$ cat src/rtl/bus_arbiter_if.sv
// ---------------------------------------------------------------------------
// bus_arbiter_if
// Groups the two master request channels and the shared memory bus of the
// two-master round-robin bus arbiter.
//   master modport : requesting side. Drives req/addr/we/sel/wdata for both
//                    masters and data_in from memory. Receives done, rdata
//                    and the bus strobes.
//   slave modport  : arbiter side. This is the mirror image of the master
//                    modport.
// ---------------------------------------------------------------------------
interface bus_arbiter_if;
  // Master 0 is the CPU core. Master 1 is the secondary master.
  logic        m0_req;
  logic        m1_req;
  logic [15:0] m0_addr;
  logic [15:0] m1_addr;
  logic        m0_we;
  logic        m1_we;
  logic        m0_sel;
  logic        m1_sel;
  logic [7:0]  m0_wdata;
  logic [7:0]  m1_wdata;
  logic        m0_done;
  logic        m1_done;
  logic [7:0]  rdata;
  // Shared memory bus
  logic [15:0] addr_bus;
  logic [7:0]  data_out;
  logic [7:0]  data_in;
  logic        read_en;
  logic        write_en;
  logic        memory_select;
  logic        busy;

  modport master (
    output m0_req, m1_req, m0_addr, m1_addr, m0_we, m1_we,
           m0_sel, m1_sel, m0_wdata, m1_wdata, data_in,
    input  m0_done, m1_done, rdata, addr_bus, data_out,
           read_en, write_en, memory_select, busy
  );

  modport slave (
    input  m0_req, m1_req, m0_addr, m1_addr, m0_we, m1_we,
           m0_sel, m1_sel, m0_wdata, m1_wdata, data_in,
    output m0_done, m1_done, rdata, addr_bus, data_out,
           read_en, write_en, memory_select, busy
  );
endinterface

$ cat src/rtl/bus_arbiter.sv
// ---------------------------------------------------------------------------
// bus_arbiter
// This module arbitrates between two masters that share one memory bus. It
// uses round-robin arbitration. Each access passes through the states
// IDLE -> ADDR -> STROBE (ACCESS_CYCLES cycles) -> DONE -> IDLE.
// Every output is taken straight from a flop.
// Ports:
//   clk : single clock. All state changes on the rising edge.
//   rst : asynchronous active-high reset.
//   bus : bus_arbiter_if.slave. It carries the master request channels,
//         the done pulses, rdata and the shared bus strobes.
// Parameters:
//   ACCESS_CYCLES : strobe width in clk cycles. The legal range is 1..15.
//   RESET_SEL     : value of memory_select during and after reset.
// ---------------------------------------------------------------------------
module bus_arbiter #(
  parameter int unsigned ACCESS_CYCLES = 2,
  parameter logic        RESET_SEL     = 1'b1
) (
  input logic           clk,
  input logic           rst,
  bus_arbiter_if.slave  bus
);

  typedef enum logic [1:0] {
    IDLE   = 2'd0,
    ADDR   = 2'd1,
    STROBE = 2'd2,
    DONE   = 2'd3
  } state_t;

  localparam logic [3:0] CNT_LOAD = 4'(ACCESS_CYCLES - 1);

  state_t      state_q,  state_d;
  logic        last_q,   last_d;    // master served most recently
  logic        grant_q,  grant_d;   // master owning the current access
  logic        we_q,     we_d;
  logic [3:0]  cnt_q,    cnt_d;
  logic [15:0] addr_q,   addr_d;
  logic [7:0]  dout_q,   dout_d;
  logic [7:0]  rdata_q,  rdata_d;
  logic        msel_q,   msel_d;
  logic        rd_q,     rd_d;
  logic        wr_q,     wr_d;
  logic        done0_q,  done0_d;
  logic        done1_q,  done1_d;
  logic        busy_q,   busy_d;
  logic        win_s;

  // Arbitration winner. A tie goes to the master that was not served last.
  // A single request wins outright.
  always_comb begin
    if (bus.m0_req && bus.m1_req) begin
      win_s = ~last_q;
    end else begin
      win_s = bus.m1_req;
    end
  end

  // This block computes the next state and the next value of every output
  // register.
  always_comb begin
    state_d = state_q;
    last_d  = last_q;
    grant_d = grant_q;
    we_d    = we_q;
    cnt_d   = cnt_q;
    addr_d  = addr_q;
    dout_d  = dout_q;
    rdata_d = rdata_q;
    msel_d  = msel_q;
    rd_d    = 1'b0;
    wr_d    = 1'b0;
    done0_d = 1'b0;
    done1_d = 1'b0;
    case (state_q)
      IDLE: begin
        if (bus.m0_req || bus.m1_req) begin
          // Bus values are loaded here so that they are already on the bus
          // during ADDR.
          state_d = ADDR;
          grant_d = win_s;
          if (win_s) begin
            addr_d = bus.m1_addr;
            we_d   = bus.m1_we;
            msel_d = bus.m1_sel;
            dout_d = bus.m1_wdata;
          end else begin
            addr_d = bus.m0_addr;
            we_d   = bus.m0_we;
            msel_d = bus.m0_sel;
            dout_d = bus.m0_wdata;
          end
        end else begin
          state_d = IDLE;
        end
      end
      ADDR: begin
        state_d = STROBE;
        cnt_d   = CNT_LOAD;
        rd_d    = ~we_q;
        wr_d    = we_q;
      end
      STROBE: begin
        if (cnt_q == 4'd0) begin
          // This is the last strobe cycle. A read samples data_in here.
          state_d = DONE;
          done0_d = ~grant_q;
          done1_d = grant_q;
          if (!we_q) begin
            rdata_d = bus.data_in;
          end else begin
            rdata_d = rdata_q;
          end
        end else begin
          cnt_d = cnt_q - 4'd1;
          rd_d  = ~we_q;
          wr_d  = we_q;
        end
      end
      DONE: begin
        state_d = IDLE;
        last_d  = grant_q;
      end
      default: begin
        state_d = IDLE;
      end
    endcase
    busy_d = (state_d != IDLE);
  end

  // This block holds the state and output registers. Reset clears them
  // asynchronously.
  always_ff @(posedge clk or posedge rst) begin
    if (rst) begin
      state_q <= IDLE;
      last_q  <= 1'b1;
      grant_q <= 1'b0;
      we_q    <= 1'b0;
      cnt_q   <= 4'd0;
      addr_q  <= 16'd0;
      dout_q  <= 8'd0;
      rdata_q <= 8'd0;
      msel_q  <= RESET_SEL;
      rd_q    <= 1'b0;
      wr_q    <= 1'b0;
      done0_q <= 1'b0;
      done1_q <= 1'b0;
      busy_q  <= 1'b0;
    end else begin
      state_q <= state_d;
      last_q  <= last_d;
      grant_q <= grant_d;
      we_q    <= we_d;
      cnt_q   <= cnt_d;
      addr_q  <= addr_d;
      dout_q  <= dout_d;
      rdata_q <= rdata_d;
      msel_q  <= msel_d;
      rd_q    <= rd_d;
      wr_q    <= wr_d;
      done0_q <= done0_d;
      done1_q <= done1_d;
      busy_q  <= busy_d;
    end
  end

  assign bus.addr_bus      = addr_q;
  assign bus.data_out      = dout_q;
  assign bus.rdata         = rdata_q;
  assign bus.memory_select = msel_q;
  assign bus.read_en       = rd_q;
  assign bus.write_en      = wr_q;
  assign bus.m0_done       = done0_q;
  assign bus.m1_done       = done1_q;
  assign bus.busy          = busy_q;

endmodule

$ cat src/flat_wrapper.sv
// flat-port wrapper written by rule: the top's interface ports become plain ports
module bus_arbiter_flat 
#(
  parameter int unsigned ACCESS_CYCLES = 2,
  parameter logic        RESET_SEL     = 1'b1
)
  (clk, rst, bus_m0_req, bus_m1_req, bus_m0_addr, bus_m1_addr, bus_m0_we, bus_m1_we, bus_m0_sel, bus_m1_sel, bus_m0_wdata, bus_m1_wdata, bus_data_in, bus_m0_done, bus_m1_done, bus_rdata, bus_addr_bus, bus_data_out, bus_read_en, bus_write_en, bus_memory_select, bus_busy);
  bus_arbiter_if bus_i ();
  input logic clk;
  input logic rst;
  input wire logic [$bits(bus_i.m0_req)-1:0] bus_m0_req;
  input wire logic [$bits(bus_i.m1_req)-1:0] bus_m1_req;
  input wire logic [$bits(bus_i.m0_addr)-1:0] bus_m0_addr;
  input wire logic [$bits(bus_i.m1_addr)-1:0] bus_m1_addr;
  input wire logic [$bits(bus_i.m0_we)-1:0] bus_m0_we;
  input wire logic [$bits(bus_i.m1_we)-1:0] bus_m1_we;
  input wire logic [$bits(bus_i.m0_sel)-1:0] bus_m0_sel;
  input wire logic [$bits(bus_i.m1_sel)-1:0] bus_m1_sel;
  input wire logic [$bits(bus_i.m0_wdata)-1:0] bus_m0_wdata;
  input wire logic [$bits(bus_i.m1_wdata)-1:0] bus_m1_wdata;
  input wire logic [$bits(bus_i.data_in)-1:0] bus_data_in;
  output wire logic [$bits(bus_i.m0_done)-1:0] bus_m0_done;
  output wire logic [$bits(bus_i.m1_done)-1:0] bus_m1_done;
  output wire logic [$bits(bus_i.rdata)-1:0] bus_rdata;
  output wire logic [$bits(bus_i.addr_bus)-1:0] bus_addr_bus;
  output wire logic [$bits(bus_i.data_out)-1:0] bus_data_out;
  output wire logic [$bits(bus_i.read_en)-1:0] bus_read_en;
  output wire logic [$bits(bus_i.write_en)-1:0] bus_write_en;
  output wire logic [$bits(bus_i.memory_select)-1:0] bus_memory_select;
  output wire logic [$bits(bus_i.busy)-1:0] bus_busy;
  assign bus_i.m0_req = bus_m0_req;
  assign bus_i.m1_req = bus_m1_req;
  assign bus_i.m0_addr = bus_m0_addr;
  assign bus_i.m1_addr = bus_m1_addr;
  assign bus_i.m0_we = bus_m0_we;
  assign bus_i.m1_we = bus_m1_we;
  assign bus_i.m0_sel = bus_m0_sel;
  assign bus_i.m1_sel = bus_m1_sel;
  assign bus_i.m0_wdata = bus_m0_wdata;
  assign bus_i.m1_wdata = bus_m1_wdata;
  assign bus_i.data_in = bus_data_in;
  assign bus_m0_done = bus_i.m0_done;
  assign bus_m1_done = bus_i.m1_done;
  assign bus_rdata = bus_i.rdata;
  assign bus_addr_bus = bus_i.addr_bus;
  assign bus_data_out = bus_i.data_out;
  assign bus_read_en = bus_i.read_en;
  assign bus_write_en = bus_i.write_en;
  assign bus_memory_select = bus_i.memory_select;
  assign bus_busy = bus_i.busy;
  bus_arbiter #(.ACCESS_CYCLES(ACCESS_CYCLES), .RESET_SEL(RESET_SEL)) u_core (.clk(clk), .rst(rst), .bus(bus_i));
endmodule
$ cat config.mk
export PLATFORM = sky130hd
export DESIGN_NAME = bus_arbiter_flat
export DESIGN_NICKNAME = d
export VERILOG_FILES = /design/src/rtl/bus_arbiter_if.sv /design/src/rtl/bus_arbiter.sv /design/src/flat_wrapper.sv
export SDC_FILE = /design/constraint.sdc
export NUM_CORES = 1
export LEC_CHECK = 0
export CELL_PAD_IN_SITES_DETAIL_PLACEMENT = 1
export CELL_PAD_IN_SITES_GLOBAL_PLACEMENT = 1
export CORE_AREA = 3 3 86 88
export DETAILED_ROUTE_END_ITERATION = 7
export DIE_AREA = 0 0 89 91
export PLACE_DENSITY_LB_ADDON = 0.12
export SETUP_SLACK_MARGIN = 0.02
export SLEW_MARGIN = 10
export SYNTH_ARGS = -nofsm -noshare
export SYNTH_HDL_FRONTEND = slang
export SYNTH_SLANG_ARGS = --single-unit
$ cat constraint.sdc
create_clock -name clk -period 4.4 [get_ports clk]
set_clock_uncertainty 0.15 [all_clocks]
set_input_delay 1.1 -clock clk [delete_from_list [all_inputs] [get_ports clk]]
set_output_delay 1.1 -clock clk [all_outputs]
set_load 0.005 [all_outputs]
# Word-level counts from Yosys, hierarchy flattened
# Index checks and enable logic that the tools add are counted.
[totals]
ff_bits = 47
output_inout_bits = 38
latchBits = 0
mem_bits_rw = 0
romBits = 0
elab_cells = 49
inputBits = 64
memories = 0
[classes]
div = 0
reduce_logical = 9
n_bitwise = 3
magnitude_cmp = 0
muxes = 18
n_addsub = 1
shifts = 0
eq_ne = 4
n_mul = 0
[op_table]
columns = ["op", "count"]
rows = [
  ["16-bit 2-to-1 mux", 1],
  ["1-bit 2-to-1 mux", 10],
  ["8-bit 2-to-1 mux", 1],
  ["2-bit case mux with 4 select lines", 1],
  ["4-bit case mux with 2 select lines", 1],
  ["2-bit equality test, second input constant", 2],
  ["4-bit logical NOT", 1],
  ["4-bit 2-to-1 mux", 1],
  ["1-bit case mux with 2 select lines", 2],
  ["2-bit AND reduction", 2],
  ["2-bit nonzero test", 2],
  ["4-bit by 1-bit subtractor with 4-bit output, second input constant", 1],
  ["1-bit inverter", 3],
  ["3-bit AND reduction", 1],
  ["2-bit by 1-bit equality test with 1-bit output, second input constant", 1],
  ["2-bit logical NOT", 1],
  ["2-bit 2-to-1 mux", 1],
  ["2-bit != test, second input constant", 1],
  ["1-bit logical AND", 1],
  ["1-bit logical OR", 1],
]

# Longest topological paths before layout
# Gate-level depths: netlist of the first run.
[depth]
ltp_word = 4
ltp_mapped = 7
ltp_nobuf = 5

# Worst setup path before layout of the first run
# OpenSTA, ideal clock, no wires.
[synth_path]
path_type = "input to register"
startpoint = "input port bus_m1_req"
endpoint = "register u_core.addr_q[10], in the netlist u_core.bus.addr_bus[10]"
required_ns = 4.173
setup_time_ns = 0.077
slack_ns = 2.432
t_arrival_ns = 1.740
n_path_buf = 2
cell_stages = 5
path_cell_list = "a21bo_1 > buf_2 > buf_2 > nand2_1 > a21oi_1"
[synth_between]
elab_chain_cells = 3
word_cells_on_any_way = 5
classes_between = "mux: 2; reduce/logical: 3"
[synth_rtl]
columns = ["element", "line_no", "text"]
rows = [
  ["start, declared", "flat_wrapper.sv:12", "input wire logic [$bits(bus_i.m1_req)-1:0] bus_m1_req;"],
  ["1-bit logical AND", "bus_arbiter.sv:53", "if (bus.m0_req && bus.m1_req) begin"],
  ["1-bit 2-to-1 mux", "bus_arbiter.sv:53", ""],
  ["16-bit 2-to-1 mux", "bus_arbiter.sv:83", "if (win_s) begin"],
  ["end signal, assigned", "bus_arbiter.sv:156", "addr_q <= addr_d;"],
  ["end, declared", "bus_arbiter.sv:39", "logic [15:0] addr_q, addr_d;"],
]
# Several ways; a longest one is shown, not always the timed one.
# A chain may end at the register's enable or synchronous reset.

# Worst setup path in the final report of the first run
[layout_path]
startpoint = "input port bus_m0_req"
endpoint = "register u_core.addr_q[6], in the netlist u_core.bus.addr_bus[6]"
[layout_between]
elab_chain_cells = 3
word_cells_on_any_way = 5
classes_between = "mux: 2; reduce/logical: 3"
[layout_rtl]
columns = ["element", "line_no", "text"]
rows = [
  ["start, declared", "flat_wrapper.sv:11", "input wire logic [$bits(bus_i.m0_req)-1:0] bus_m0_req;"],
  ["1-bit logical AND", "bus_arbiter.sv:53", ""],
  ["1-bit 2-to-1 mux", "bus_arbiter.sv:53", ""],
  ["16-bit 2-to-1 mux", "bus_arbiter.sv:83", ""],
]
# Several ways; a longest one is shown, not always the timed one.

==> impl_metrics.toml, run 1 <==
[sta]
slew_headroom = 0.324
setup_ws_ps = 1700
max_freq_mhz = 370
worstMarginPinSlew_ps = 1010
fin_crit_sh = 0.615
hold-worst-slack_ps = 312
period_minus_slack_ps = 2700
slew_violations = 0
setup_viol = 0
setup_tns_ps = 0
finalHoldViolations = 0
rsz0062_at_grt = "no"

[final_layout]
nNetsFinal = 390
multi_input_area_um2 = 886
fin_util = 0.494
fillerInstances = 749
diodes = 0
final_cell_count_no_fill = 400
final_common_cell = "clkdlybuf4s50_1"
syn_to_final_growth_pct = 54.4
layout_common_cells = "clkdlybuf4s50_1 (101), a21oi_1 (53), dfrtp_1 (45), nor2_1 (34), nand2_1 (30)"
layout-drive-gt1-share = 0.0563
seq_area_um2 = 1180

[power_and_ir_drop]
power_leakage_nw = 1.41
comb_power_share = 0.489
power_density_nw_per_um2 = 626
sw_frac_of_total = 0.348
intPower_mw = 1.35
clkPwrFrac = 0.138
p_sw_mw = 0.723
peakVddDrop_mv = 0.264
pwr-share-seq = 0.374

[route]
met2_length_um = 2960
routed-wl-met3_um = 379
vias_per_cell = 4.79
topRoutingLayerUsed = "met4"
vias = 1917
dr.pass1.iters = 3
drt-total-wl_um = 6440
wl_per_cell_um = 16.1
ant_nets = 0
wl_met1_um = 3030
drcViolationCount = 0
drt_iter0_markers = 91

[global_routing]
grt_max_degree = 48
antenna_found_initial = 0
grt_overflow = 0
grt_usage = 0.164
grt_pass1_vias = 2074
grt_pass1_wl_um = 10400

[critical_path]
critPathLaunchType = "primary input"
cp-startpoint = "bus_m0_req"
required_ps = 4470
path_delay_family = "compound AO/OA/AOI/OAI gates"
critPathArrivalTime_ps = 2780
path_max_fanout = 26
endpoint_kind = "flip-flop"
critical-path-max-stage-delay_ps = 740
crit_buf_inv = 1
critPathKind = "in -> reg"
worst_r2r_startpoint = "u_core.state_q[0]"
crit_chain = "clkdlybuf4s50_1, a21bo_1, nand2_1, a21oi_1"
crit_slowest_cell = "a21bo_1"

[placement]
gp_congestion = 0.784
dp_cells = 392
pre_cts_ws_ps = 1330
hpwl_um = 4500
portBuffers = 101

[status]
outcome = "complete, no violations"

[hold_path]
hp-class = "reg -> reg"
min_from = "u_core.grant_q"

[synth]
yosysSeqAreaShare = 0.549
yosys_warnings = 0
ys_types = 30
syn_avg_cell_area_um2 = 9.77
ys_seq_elements = 47
synth_top_cell_by_area = "dfrtp_1"
synth_top_area_frac = 0.524
syn_nets = 291
syn_area_um2 = 2150
syn_inst = 220
yosys-top-cells-area = "dfrtp_1 (52%), a21oi_1 (12%), nor2_1 (5.9%), nand2_1 (5.2%), mux2_1 (4.2%)"

[clocking]
cts_tree = "yes"
clock_latency_ps = 290
clockBufferDepth = 2
clock_sinks = 47
cts_setup_buffers = 0
cts_root_buf = "clkbuf_8"
cts-buffers-inserted = 5
hold_buffers = 0
clk_pin_slew_worst_paths_ps = 90
htree_num_levels = 2
cts_resized = 0

[floorplanning]
die_x_um = 89
start_util = 0.320
fp-row-count = 30
dieArea_um2 = 8100
die_h_um = 91
io_pins = 102
fp.coreArea_um2 = 6720

[flow_run]
max_cap_violations = 0
[synth_stat cells, drive strengths merged]
cell type / number
mux2i: 1
nand4b: 1
dfrtp: 45
a221oi: 1
inv: 7
dfstp: 2
a22o: 1
or3b: 1
nor3b: 1
or2: 1
nor2b: 1
o21ai: 6
nor2: 35
o31a: 1
o21a: 1
or4: 1
a21bo: 1
a21oi: 53
a21boi: 1
nand2: 30
nand2b: 1
buf: 11
mux2: 9
nand4bb: 1
ha: 7
[area by class of cell]
| type | instances | area share |
|---|---|---|
| inverters | 7 | 0.00792 |
| multi-input cells | 155 | 0.267 |
| repair buffers | 103 | 0.309 |
| well taps | 80 | 0.0302 |
| flip-flops and latches | 47 | 0.355 |
| clock buffers | 8 | 0.0302 |
[worst paths after layout]
kind / depth (start not counted) / end / slack [ps]
max: 4 / u_core.bus.addr_bus[6] / 1700
min: 1 / u_core.bus.m0_done / 310
max reg2reg: 5 / u_core.bus.rdata[7] / 2330
min reg2reg: 1 / u_core.bus.m0_done / 310
max in group asynchronous: 2 / u_core.bus.read_en / 2270
min in group asynchronous: 2 / u_core.bus.rdata[4] / 1210
[power groups by stage]
stage,Clock [mW],Sequential [mW],Combinational (mW)
4_1_cts,0.297,0.778,1.04
6_report,0.286,0.776,1.01
5_1_grt,0.311,0.805,1.14
3_5_place_dp,0,0.784,1.03
2_1_floorplan,0,0.780,0.493
3_3_place_gp,0,0.777,1.01
[routing by layer]
layer	track usage	vias up
met5	0	-
met4	0.0372	0
met3	0.0390	6
met2	0.259	55
met1	0.228	924
li1	-	932
[per-stage QoR]
| stage | cell area (µm²) | total power, mW |
|---|---|---|
| final | 3320 | 2.08 |
| after global routing | 3320 | 2.26 |
| after CTS | 3320 | 2.11 |
| after detailed placement | 3220 | 1.82 |
| after global placement | 3220 | 1.79 |
| after floorplan | 2150 | 1.27 |
[flip-flops by register name (all words and copies together), names as in the netlist, 2 cells and up]
name and count:
u_core.bus.addr_bus 16, u_core.bus.data_out 8, u_core.bus.rdata 8, u_core.cnt_q 4, u_core.state_q 2
[kinds of logic (layout without fill, tap and decap cells)]
logic type | count (synthesis) | in the layout | share of synthesized area
DFF | 47 | 47 | 0.549
and+or+nand+nor | 73 | 73 | 0.149
buffers and inverters | 18 | 118 | 0.0390
adders and majority gates | 7 | 7 | 0.0408
muxes | 10 | 10 | 0.0518
AOI/OAI and AO/OA | 65 | 65 | 0.171
Power figures use the tool's default switching activity.
==> run 2: changes to the inputs <==
--- a/config.mk
+++ b/config.mk
@@ -7,9 +7,9 @@
 export LEC_CHECK = 0
 export CELL_PAD_IN_SITES_DETAIL_PLACEMENT = 1
 export CELL_PAD_IN_SITES_GLOBAL_PLACEMENT = 1
-export CORE_AREA = 3 3 86 88
+export CORE_AREA = 3 3 91 93
 export DETAILED_ROUTE_END_ITERATION = 7
-export DIE_AREA = 0 0 89 91
+export DIE_AREA = 0 0 94 96
 export PLACE_DENSITY_LB_ADDON = 0.12
 export SETUP_SLACK_MARGIN = 0.02
 export SLEW_MARGIN = 10
==> constraint.sdc (replaced) <==
create_clock -name clk -period 2.72 [get_ports clk]
set_clock_uncertainty 0.15 [all_clocks]
set_input_delay 0.68 -clock clk [delete_from_list [all_inputs] [get_ports clk]]
set_output_delay 0.68 -clock clk [all_outputs]
set_load 0.005 [all_outputs]
==> impl_metrics.toml, run 2 (synthesis results as in run 1) <==
[status]
outcome = "complete, no violations"

[global_routing]
grt_max_degree = 30
grt_overflow = 0
grt_usage = 0.144
grt_pass1_vias = 2078
grt_pass1_wl_um = 10100
antenna_found_initial = 0

[final_layout]
final_common_cell = "clkdlybuf4s50_1"
largest_reg_flops = 16
diodes = 0
fin_area_um2 = 3410
final_cell_count_no_fill = 429
layout-drive-gt1-share = 0.0795
layout_common_cells = "clkdlybuf4s50_1 (101), a21oi_1 (53), dfrtp_1 (45), nor2_1 (34), nand2_1 (30)"
fin_util = 0.448
syn_to_final_growth_pct = 58.8
nNetsFinal = 397

[critical_path]
critical-path-max-stage-delay_ps = 540
endpoint_kind = "output pin"
crit_chain = "clkdlybuf4s50_1"
path_max_fanout = 2
critPathKind = "reg -> out"
crit_buf_inv = 1
required_ps = 1890
critPathLaunchType = "flip-flop"
crit_slowest_cell = "dfstp_2"
critPathArrivalTime_ps = 1350
path_delay_family = "flip-flops"

[sta]
max_freq_mhz = 459
slew_headroom = 0.709
hold-worst-slack_ps = 314
rsz0062_at_grt = "no"
finalHoldViolations = 0
worstMarginPinSlew_ps = 435
slew_violations = 0
fin_crit_sh = 0.801
period_minus_slack_ps = 2180
setup_viol = 0
setup_tns_ps = 0

[floorplanning]
die_x_um = 94
fp-row-count = 32
start_util = 0.282
dieArea_um2 = 9020
io_pins = 102
fp.coreArea_um2 = 7610
die_h_um = 96

[clocking]
cts-buffers-inserted = 5
cts_setup_buffers = 0
clockBufferDepth = 2
clock_sinks = 47
cts_tree = "yes"
cts_resized = 0
cts_root_buf = "clkbuf_8"
clock_latency_ps = 300
clk_pin_slew_worst_paths_ps = 100
htree_num_levels = 2
hold_buffers = 0

[route]
vias = 1958
vias_per_cell = 4.56
dr.pass1.iters = 4
drt_iter0_markers = 43
drt-total-wl_um = 6280
drcViolationCount = 0
wl_per_cell_um = 14.6
ant_nets = 0

[placement]
dp_cells = 421
gp_congestion = 0.679
place_area_um2 = 3320
portBuffers = 101
hpwl_um = 4780

[hold_path]
hp-class = "reg -> reg"

[power_and_ir_drop]
peakVddDrop_mv = 0.340
power_leakage_nw = 1.45
power_density_nw_per_um2 = 986

[flow_run]
max_cap_violations = 0
[run 2: power by group]
part	switching, mW	internal, mW
Sequential	0.198	1.05
Clock	0.245	0.179
Combinational	0.745	0.948
Total	1.19	2.17
[run 2: per-stage QoR]
step | total power [mW] | setup slack, ps
after floorplan | 2.06 | 777
after global placement | 2.94 | 579
after detailed placement | 3.00 | 502
after CTS | 3.45 | 520
after global routing | 3.68 | 488
final | 3.36 | 541
[run 2: final timing paths]
kind / slack [ps] / cells after the start / from / endpoint
worst max register to register: 710 / 5 / u_core.state_q[0] / u_core.bus.rdata[2]
worst max-delay path: 540 / 1 / u_core.bus.memory_select / bus_memory_select
worst min register to register: 310 / 1 / u_core.grant_q / u_core.bus.m0_done
worst min-delay path: 310 / 1 / u_core.grant_q / u_core.bus.m0_done
max in group asynchronous: 1290 / 3 / rst / u_core.last_q
min in group asynchronous: 560 / 2 / rst / u_core.bus.rdata[0]
[run 2: layout make-up]
class | count | area, µm²
repair buffers | 110 | 1100
multi-input cells | 155 | 886
inverters | 7 | 26.3
well taps | 102 | 128
fillers | 866 | 4200
clock inverters | 3 | 20.0
flip-flops and latches | 47 | 1180
clock buffers | 5 | 68.8
[run 2: per-layer routing]
metal / vias up / track usage / routed length [µm]
met2: 65 / 0.240 / 3000
li1: 945 / - / -
met5: - / 0 / 0
met1: 941 / 0.174 / 2690
met4: 0 / 0.0505 / 85
met3: 7 / 0.0500 / 499
==> RTL edit: new RTL, config.mk and constraints of run 2 <==
`RESET_SEL` is set to 1'b1 in 2 places; all go to 1'b0.
--- a/src/rtl/bus_arbiter.sv
+++ b/src/rtl/bus_arbiter.sv
@@ -15,7 +15,7 @@
 // ---------------------------------------------------------------------------
 module bus_arbiter #(
   parameter int unsigned ACCESS_CYCLES = 2,
-  parameter logic        RESET_SEL     = 1'b1
+  parameter logic        RESET_SEL     = 1'b0
 ) (
   input logic           clk,
   input logic           rst,
--- a/src/flat_wrapper.sv
+++ b/src/flat_wrapper.sv
@@ -2,7 +2,7 @@
 module bus_arbiter_flat 
 #(
   parameter int unsigned ACCESS_CYCLES = 2,
-  parameter logic        RESET_SEL     = 1'b1
+  parameter logic        RESET_SEL     = 1'b0
 )
   (clk, rst, bus_m0_req, bus_m1_req, bus_m0_addr, bus_m1_addr, bus_m0_we, bus_m1_we, bus_m0_sel, bus_m1_sel, bus_m0_wdata, bus_m1_wdata, bus_data_in, bus_m0_done, bus_m1_done, bus_rdata, bus_addr_bus, bus_data_out, bus_read_en, bus_write_en, bus_memory_select, bus_busy);
   bus_arbiter_if bus_i ();
Check against the original RTL: not equivalent (Yosys sat finds a counterexample within 4 cycles, from zero or initial values and one cycle with rst high).
==> RTL edit against run 2 <==
- cell area fell by 0.33%
- core utilization shrank 0.15 points
- synthesized cell count did not move
- worst setup slack better by 0.099 ns
- wire length grew 0.75%
- critical path depth up 4
- sequential share of layout area is 0.078 points higher
- non-clock buffer count fell by 1
- sequential cell count stayed put
- sequential power is essentially flat
- power is 0.45% higher
- synthesized area about the same
- largest power group unchanged
- highest routed layer unchanged
==> RTL edit: results (changes against run 2) <==
status:
  status: "complete, no violations"
logic_synthesis:
  ys_top_cells_by_count: "a21oi_1, dfrtp_1, nor2_1"
  synth.area.mux_share_pct: 5.19  # about the same
  synth-async-reset-ratio_pct: 100  # unchanged
  synth.area.top_cells: "dfrtp_1, a21oi_1, nor2_1, nand2_1, mux2_1"
  synth-adder-area-share_pct: 4.08  # about the same
  synth_compound_area_share_pct: 17.1  # about the same
  ys_seq_area_share_pct: 54.8  # about the same
  synth_xor_area_share_pct: 0  # unchanged
grt:
  gr-usage-met2_pct: 24.1  # +0.059 points
  use_met1_pct: 18.2  # +0.87 points
  grt_start_max_net_pins: 48  # +60%
  track_usage_pct: 14.5  # +0.064 points
  grt_pass1_vias: 2130  # +2.5%
  use_met3_pct: 4.77  # -0.23 points
  grt_pass1_wl_mm: 10.3  # +2.5%
finish:
  diodes: 0  # unchanged
  stdcell_count: 428  # -0.23%
  nFillCells: 876  # +1.2%
  fin_nets: 396  # -0.25%
  drive_above_1_share_pct: 7.36  # -0.59 points
placement:
  dp_hpwl_mm: 4.71  # -1.6%
  place.gp.congestion: 0.708  # +4.2%
  dpl.cell_count: 420  # -0.24%
worst_hold_path:
  hold_path_class: "register to register"
route:
  drtIter0Drc: 35  # -19%
  wl_per_cell_um: 14.8  # +0.98%
  drtPass1Iterations: 3  # -1
  routed_via_density: 4.55  # -0.38%
pwr:
  ir_worst_vdd_v: 0.000395  # +16%
  p_leak_nw: 1.44  # about the same
worst_setup_path:
  worstPathMaxFanout: 9  # +7
  slowest_stage: "dfrtp_1"
  cp_slowest_stage_delay_ns: 0.43  # -0.11 ns
  critical_path.top_delay_family: "simple AND/OR/NAND/NOR gates"
  arrival_ns: 2.11  # +0.76 ns
clocking:
  htreeDepth: 2  # unchanged
sta:
  finalSetupTns_ns: 0  # unchanged
  tightest_slew_ns: 0.334  # -0.102 ns
job:
  maxCapViolCount: 0  # unchanged
-- RTL edit: path summary, 6_finish.rpt --
kind	startpoint	endpoint	slack, ns	cells after the start
setup / recovery	u_core.state_q[0]	u_core.bus.rdata[7]	0.64	5
hold / removal	u_core.grant_q	u_core.bus.m0_done	0.31	1
hold reg to reg	u_core.grant_q	u_core.bus.m0_done	0.31	1
min in group asynchronous	rst	u_core.bus.data_out[2]	0.59	3
max in group asynchronous	rst	u_core.last_q	1.56	3
setup reg to reg	u_core.state_q[0]	u_core.bus.rdata[7]	0.64	5
-- RTL edit: final cells by class --
cell class | instances | share of cell area [%]
Tap cell | 102 | 3.75
Sequential cell | 47 | 34.6
Multi-Input combinational cell | 155 | 26.1
Clock inverter | 2 | 0.478
Timing Repair Buffer | 109 | 31.9
Clock buffer | 6 | 2.43
Inverter | 7 | 0.773
-- RTL edit: per-stage QoR --
| stage | total power, mW | util [%] | cell area (sq um) | setup slack, ns |
|---|---|---|---|---|
| 6_report | 3.38 | 44.7 | 3400 | 0.640 |
| 5_1_grt | 3.68 | 44.7 | 3400 | 0.473 |
| 4_1_cts | 3.45 | 44.7 | 3400 | 0.582 |
| 3_5_place_dp | 2.97 | 43.4 | 3300 | 0.410 |
| 3_3_place_gp | 2.92 | 43.4 | 3300 | 0.499 |
| 2_1_floorplan | 2.05 | - | 2150 | 0.776 |
-- RTL edit: where the power goes --
group	switching (mW)	internal, mW	total, mW	leakage [nW]
logic	0.737	0.937	1.67	0.850
registers	0.203	1.04	1.25	0.547
clock network	0.250	0.208	0.458	0.0474
-- RTL edit: metal layers --
metal,vias to the layer above,part of all wire [%]
met2,68,48
li1,943,-
met1,929,44
met4,0,0.96
met5,-,0
met3,6,7.7
